==> config.mk <==
export PLATFORM = sky130hd
export DESIGN_NAME = byte_packer
export DESIGN_NICKNAME = d
export VERILOG_FILES = /design/src/rtl/byte_packer.sv
export SDC_FILE = /design/constraint.sdc
export NUM_CORES = 1
export LEC_CHECK = 0
export ABC_AREA = 1
export CELL_PAD_IN_SITES_DETAIL_PLACEMENT = 2
export CELL_PAD_IN_SITES_GLOBAL_PLACEMENT = 2
export CORE_MARGIN = 4
export CORE_UTILIZATION = 27
export CTS_BUF_LIST = sky130_fd_sc_hd__clkbuf_16
export DETAILED_ROUTE_END_ITERATION = 16
export PLACE_DENSITY = 0.77
export SLEW_MARGIN = 25
export SYNTH_ARGS = -nofsm -noshare
export SYNTH_HDL_FRONTEND = slang
export SYNTH_SLANG_ARGS = --single-unit
export TNS_END_PERCENT = 10
==> constraint.sdc <==
create_clock -name clk -period 1.8 [get_ports clk]
set_input_delay 0.45 -clock clk [delete_from_list [all_inputs] [get_ports clk]]
set_output_delay 0.45 -clock clk [all_outputs]
set_load 0.03 [all_outputs]
==> src/rtl/byte_packer.sv <==
// Byte-to-word stream packer: one byte per cycle in, OUTPUT_BYTES-wide words out with keep/last.
// Lane order is network (first byte in MSB lane) unless BYTE_PACKER_LE_OUT_EN is defined (first byte in lane 0).
module byte_packer #(
    parameter int BYTE_SIZE    = 8,
    parameter int OUTPUT_BYTES = 4
) (
    input  logic                                     clk,
    input  logic                                     rst_n,
    input  logic [BYTE_SIZE-1:0]                     s_data,
    input  logic                                     s_valid,
    input  logic                                     s_last,
    output logic                                     s_ready,
    output logic [OUTPUT_BYTES*BYTE_SIZE-1:0]        m_data,
    output logic [OUTPUT_BYTES-1:0][BYTE_SIZE-1:0]   m_data_array,
    output logic [OUTPUT_BYTES-1:0]                  m_keep,
    output logic                                     m_last,
    output logic                                     m_valid,
    input  logic                                     m_ready
);

    localparam int CNT_W = $clog2(OUTPUT_BYTES);
    localparam logic [CNT_W-1:0] CNT_MAX = CNT_W'(OUTPUT_BYTES - 1);

    logic [OUTPUT_BYTES-1:0][BYTE_SIZE-1:0] acc_q, acc_d;
    logic [OUTPUT_BYTES-1:0]                acc_keep_q, acc_keep_d;
    logic [CNT_W-1:0]                       cnt_q, cnt_d;
    logic [OUTPUT_BYTES-1:0][BYTE_SIZE-1:0] m_data_q, m_data_d;
    logic [OUTPUT_BYTES-1:0]                m_keep_q, m_keep_d;
    logic                                   m_last_q, m_last_d;
    logic                                   m_valid_q, m_valid_d;

    logic [CNT_W-1:0]                       lane;
    logic                                   word_end;
    logic                                   accept;
    logic                                   complete;
    logic [OUTPUT_BYTES-1:0][BYTE_SIZE-1:0] filled;
    logic [OUTPUT_BYTES-1:0]                filled_keep;

    // Both sides transfer on valid && ready. Only a word-completing byte can be refused,
    // and only while the single output slot is occupied and not being drained this cycle.
    always_comb begin
`ifdef BYTE_PACKER_LE_OUT_EN
        lane = cnt_q;
`else
        lane = CNT_MAX - cnt_q;
`endif
        word_end = (cnt_q == CNT_MAX) || s_last;
        s_ready  = rst_n && !(m_valid_q && !m_ready && word_end);
        accept   = s_valid && s_ready;
        complete = accept && word_end;

        filled            = acc_q;
        filled[lane]      = s_data;
        filled_keep       = acc_keep_q;
        filled_keep[lane] = 1'b1;
    end

    always_comb begin
        acc_d      = acc_q;
        acc_keep_d = acc_keep_q;
        cnt_d      = cnt_q;
        m_data_d   = m_data_q;
        m_keep_d   = m_keep_q;
        m_last_d   = m_last_q;
        m_valid_d  = m_valid_q && !m_ready;

        if (accept) begin
            acc_d      = filled;
            acc_keep_d = filled_keep;
            cnt_d      = cnt_q + 1'b1;
        end

        // A completing byte bypasses the accumulator straight into the output slot.
        if (complete) begin
            m_data_d   = filled;
            m_keep_d   = filled_keep;
            m_last_d   = s_last;
            m_valid_d  = 1'b1;
            acc_d      = '0;
            acc_keep_d = '0;
            cnt_d      = '0;
        end
    end

    always_ff @(posedge clk) begin
        if (!rst_n) begin
            acc_q      <= '0;
            acc_keep_q <= '0;
            cnt_q      <= '0;
            m_data_q   <= '0;
            m_keep_q   <= '0;
            m_last_q   <= 1'b0;
            m_valid_q  <= 1'b0;
        end else begin
            acc_q      <= acc_d;
            acc_keep_q <= acc_keep_d;
            cnt_q      <= cnt_d;
            m_data_q   <= m_data_d;
            m_keep_q   <= m_keep_d;
            m_last_q   <= m_last_d;
            m_valid_q  <= m_valid_d;
        end
    end

    assign m_data       = m_data_q;
    assign m_data_array = m_data_q;
    assign m_keep       = m_keep_q;
    assign m_last       = m_last_q;
    assign m_valid      = m_valid_q;

endmodule

======== Word-level counts from Yosys, hierarchy flattened ========
Cells that the tools add are included.
W data, S select, Z words.
cells by class
  add/subtract/negate cells ............... 2
  $lt $le $gt $ge ......................... 2
  eq/ne operators ......................... 1
  mux-type cells .......................... 6
  bitwise logic cells ..................... 2
  reductions and logical operators ........ 10
operator list
  operator               count
  $bwmux W32             1
  $demux W8 S2           1
  $mux W8                1
  $logic_and A1 B1 Y1    6
  $or A4 B4 Y4           1
  $lt A2 B3 Y1 const B   1
  $add A2 B1 Y2 const B  1
  $demux W1 S2           1
  $eq A2 B2 Y1 const B   1
  $ge A2 B1 Y1 const B   1
  $logic_not A1 Y1       2
  $mux W1                2
  $reduce_or A2 Y1       1
  $sub A2 B2 Y2 const A  1
  $logic_or A1 B1 Y1     1
  $not A1 Y1             1
storage, ports and cells
  flip-flop bits (word level) ............. 76
  input bits .............................. 13
  output and inout port bits .............. 71
  logic and storage cells ................. 36

======== Longest topological paths before layout ========
  depth after elaboration ................. 8
  mapped depth ............................ 9
  depth with buffers taken out ............ 8

======== Worst setup path before layout ========
No wires, ideal clock.
  kind .................................... in2out
  start point ............................. input rst_n
  end point ............................... output s_ready
  arrival ................................. 1,492 ps
  data required time ...................... 1,350 ps
  setup slack ............................. -142 ps
  stages .................................. 5
  buffers on the path ..................... 3
  path through ............................ buf_4 buf_2 buf_2 inv_1 a21oi_1
on the way
  cells in the longest elaborated chain, start to end .. 1
ends and longest elaborated chain
  what                 RTL line  source
  from (decl)          8         input logic rst_n,
  $logic_and A1 B1 Y1  48        s_ready = rst_n && !(m_valid_q && !m_ready && word_end);
  to (decl)            12        output logic s_ready,
Every way passes these cells.

======== Worst setup path after layout ========
  start point ............................. register cnt_q[1]
  end point ............................... output s_ready
on the way
  cells in the longest elaborated chain, start to end .. 5
ends and longest elaborated chain
  what                    RTL line  source
  from (decl)             26        logic [CNT_W-1:0] cnt_q, cnt_d;
  from (signal assigned)  97        cnt_q <= cnt_d;
  $eq A2 B2 Y1            47        word_end = (cnt_q == CNT_MAX) || s_last;
  $logic_or A1 B1 Y1      47
  $logic_and A1 B1 Y1     48
  $logic_not A1 Y1        48
  $logic_and A1 B1 Y1     48
Every way passes these cells.

==> impl_metrics.json <==
{
  "via_per_inst": 4.774,
  "ys_types": 22,
  "n_antenna_cell": 0,
  "antenna_found_initial": 0,
  "routabilityCongestion": 0.7747,
  "setup_viol_count_final": 0,
  "clock_path_buffers": 2,
  "cts_tree": "done",
  "cts_hold_buffers": 0,
  "critPathArrivalTime_ns": 1.31,
  "start_util": 0.2779,
  "drive_gt1_frac": 0.1042,
  "drv_cap": 0,
  "maxSlewHeadroom": 0.7320,
  "cp-start-kind": "flip-flop",
  "syn-num-nets": 541,
  "ant_nets": 0,
  "setup_slack_ns": 0.04432,
  "peakVddDrop_v": 0.0004329,
  "overflow": 0,
  "hold_ws_ns": 0.4610,
  "hold_class": "flip-flop to flip-flop",
  "status": "finished, final reports clean",
  "min_period_over_period": 0.9754,
  "crit_chain": "ha_4 > inv_6 > nand2_4 > a21oi_2 > buf_6",
  "worstSetupEndpointType": "output port",
  "syn_inst": 524,
  "grt_pass1_vias": 3879,
  "syn_area_per_cell_sq_um": 7.080,
  "fin_crit_ns": 1.756,
  "rsz0062_at_grt": "yes",
  "max_stage_delay_ns": 0.35,
  "fin_nets": 592,
  "die_w_um": 125.2,
  "cts-buffers-inserted": 9,
  "via_count": 3590,
  "cp_slowest_cell": "dfxtp_2",
  "syn_to_final_growth_pct": 28.43,
  "path_class": "flip-flop to output port",
  "num_io_pins": 84,
  "crit_fanout": 4,
  "clock_insertion_delay_worst_skew_ns": 0.34,
  "drt_iter0_drc": 166,
  "port_buffers": 83,
  "htree_levels": 3,
  "grt_pass1_wl_um": 20890,
  "worstMarginPinSlew_ns": 0.4020,
  "finalMaxSlewViolations": 0,
  "cellPowerDensity_mw_per_mm2": 817.6,
  "syn_area_sq_mm": 0.003710,
  "hpwlAfterDp_um": 8801,
  "cts.sinks": 76,
  "fin_skew_ns": 0.003996,
  "cts-root-buf": "clkbuf_16",
  "crit_required_ns": 1.35,
  "first_pass_iters": 4,
  "path_clk_slew_ns": 0.06,
  "wirelength_um": 12560,
  "die_area_sq_mm": 0.01568,
  "gr-usage-all-layers": 0.1627,
  "dp_slack_ns": -0.08688,
  "fp.dieH_um": 125.2,
  "core_sq_mm": 0.01335,
  "yosysWarnings": 0,
  "leakagePower_nw": 2.379,
  "ys_seq_area_frac": 0.4101,
  "finalHoldViolations": 0,
  "remaining_drc_errors": 0,
  "rows": 42,
  "ys_seq_elements": 76,
  "fmax_mhz": 569.6,
  "routedWlPerCell_um": 16.70,
  "grt_max_degree": 41
}
## area by class of cell
cell class | instances | area [sq um]
clock inverters | 3 | 11.26
multi-input cells | 339 | 1598
well taps | 176 | 220.2
clock buffers | 9 | 225.2
repair buffers | 108 | 1023
inverters | 41 | 162.7
fillers | 1578 | 8583
flip-flops and latches | 76 | 1524
## sequential cells by signal, indices dropped and copies added, names as in the netlist
register and cells:
acc_keep_q 4, acc_q 32, cnt_q 2, m_data 32, m_keep 4, m_last 1
m_valid 1
## cells by family after synthesis
kind of cell | synth area share
flops | 0.4101
compound gates | 0.07892
buf+inv | 0.1656
simple gates | 0.3319
fa+ha+maj | 0.01349
## cells in the mapped netlist (all sizes together)
master,count,area [sq um]
ha,4,50.05
nor2,21,78.83
o21ai,11,55.05
dfxtp,76,1521
nand4,40,265.3
a21oi,40,237.7
clkinv,3,11.26
nand3,22,115.1
buf,62,432.9
inv,38,147.6
nand2,201,772.0
clkbuf,6,22.52
## routing by layer
layer,vias up,global-route usage,part of all wire
met2,71,0.2752,0.48
met1,1778,0.2120,0.47
met3,13,0.03113,0.033
li1,1728,-,-
met5,-,0,0
met4,0,0.04592,0.014
## path summary, 6_finish.rpt
kind	start	to	slack, ns	depth (start not counted)
max	cnt_q[1]$_SDFFE_PP0P_	s_ready	0.04	5
min reg2reg	acc_q[11]$_SDFFE_PP0P_	acc_q[11]$_SDFFE_PP0P_	0.46	2
min	acc_q[11]$_SDFFE_PP0P_	acc_q[11]$_SDFFE_PP0P_	0.46	2
max reg2reg	cnt_q[0]$_SDFFE_PP0P_	m_data[13]$_SDFFE_PN0P_	0.23	7
## where the power goes
| part | internal [mW] | total (mW) | leakage, nW | switching [mW] |
|---|---|---|---|---|
| Sequential | 1.73 | 1.76 | 0.617 | 0.0289 |
| Combinational | 0.186 | 0.581 | 1.64 | 0.395 |
| Clock | 0.887 | 1.56 | 0.123 | 0.669 |
| Total | 2.80 | 3.90 | 2.38 | 1.09 |
## stage by stage
stage / cells / power [mW] / utilization / instance area (sq um) / setup TNS (ns)
floorplan: 524 / 2.175 / - / 3714 / 0
global placement: 739 / 2.394 / 0.3423 / 4569 / -0.6612
detailed placement: 739 / 2.414 / 0.3423 / 4569 / -3.356
CTS: 752 / 3.953 / 0.3557 / 4748 / 0
global route: 752 / 4.070 / 0.3570 / 4765 / -0.001646
finish: 752 / 3.895 / 0.3570 / 4765 / 0
## placed cells by master, fill, tap and decap left out, drive strengths merged
cell	n
nand3	22
nand2	201
clkdlybuf4s50	9
dlygate4sd2	69
o21ai	11
nor2	21
inv	40
dlymetal6s2s	3
clkinv	3
ha	4
clkinvlp	1
buf	27
dfxtp	76
a21oi	40
nand4	40
clkbuf	9
## critical path: cells and delay by family (launching register included)
family	cells	cell delay, ns
AOI/OAI and AO/OA	1	0.15
adders and majority gates	1	0.18
buffers and inverters	2	0.20
DFF	1	0.35
and+or+nand+nor	1	0.07
## timing repair
item	4_1_cts	5_1_grt
buffers inserted	1	0
pin swaps	1	0
resized for setup	76	5
endpoints found under the setup margin	69	4
hold endpoints to repair	0	0
(Power assumes the default switching activity.)
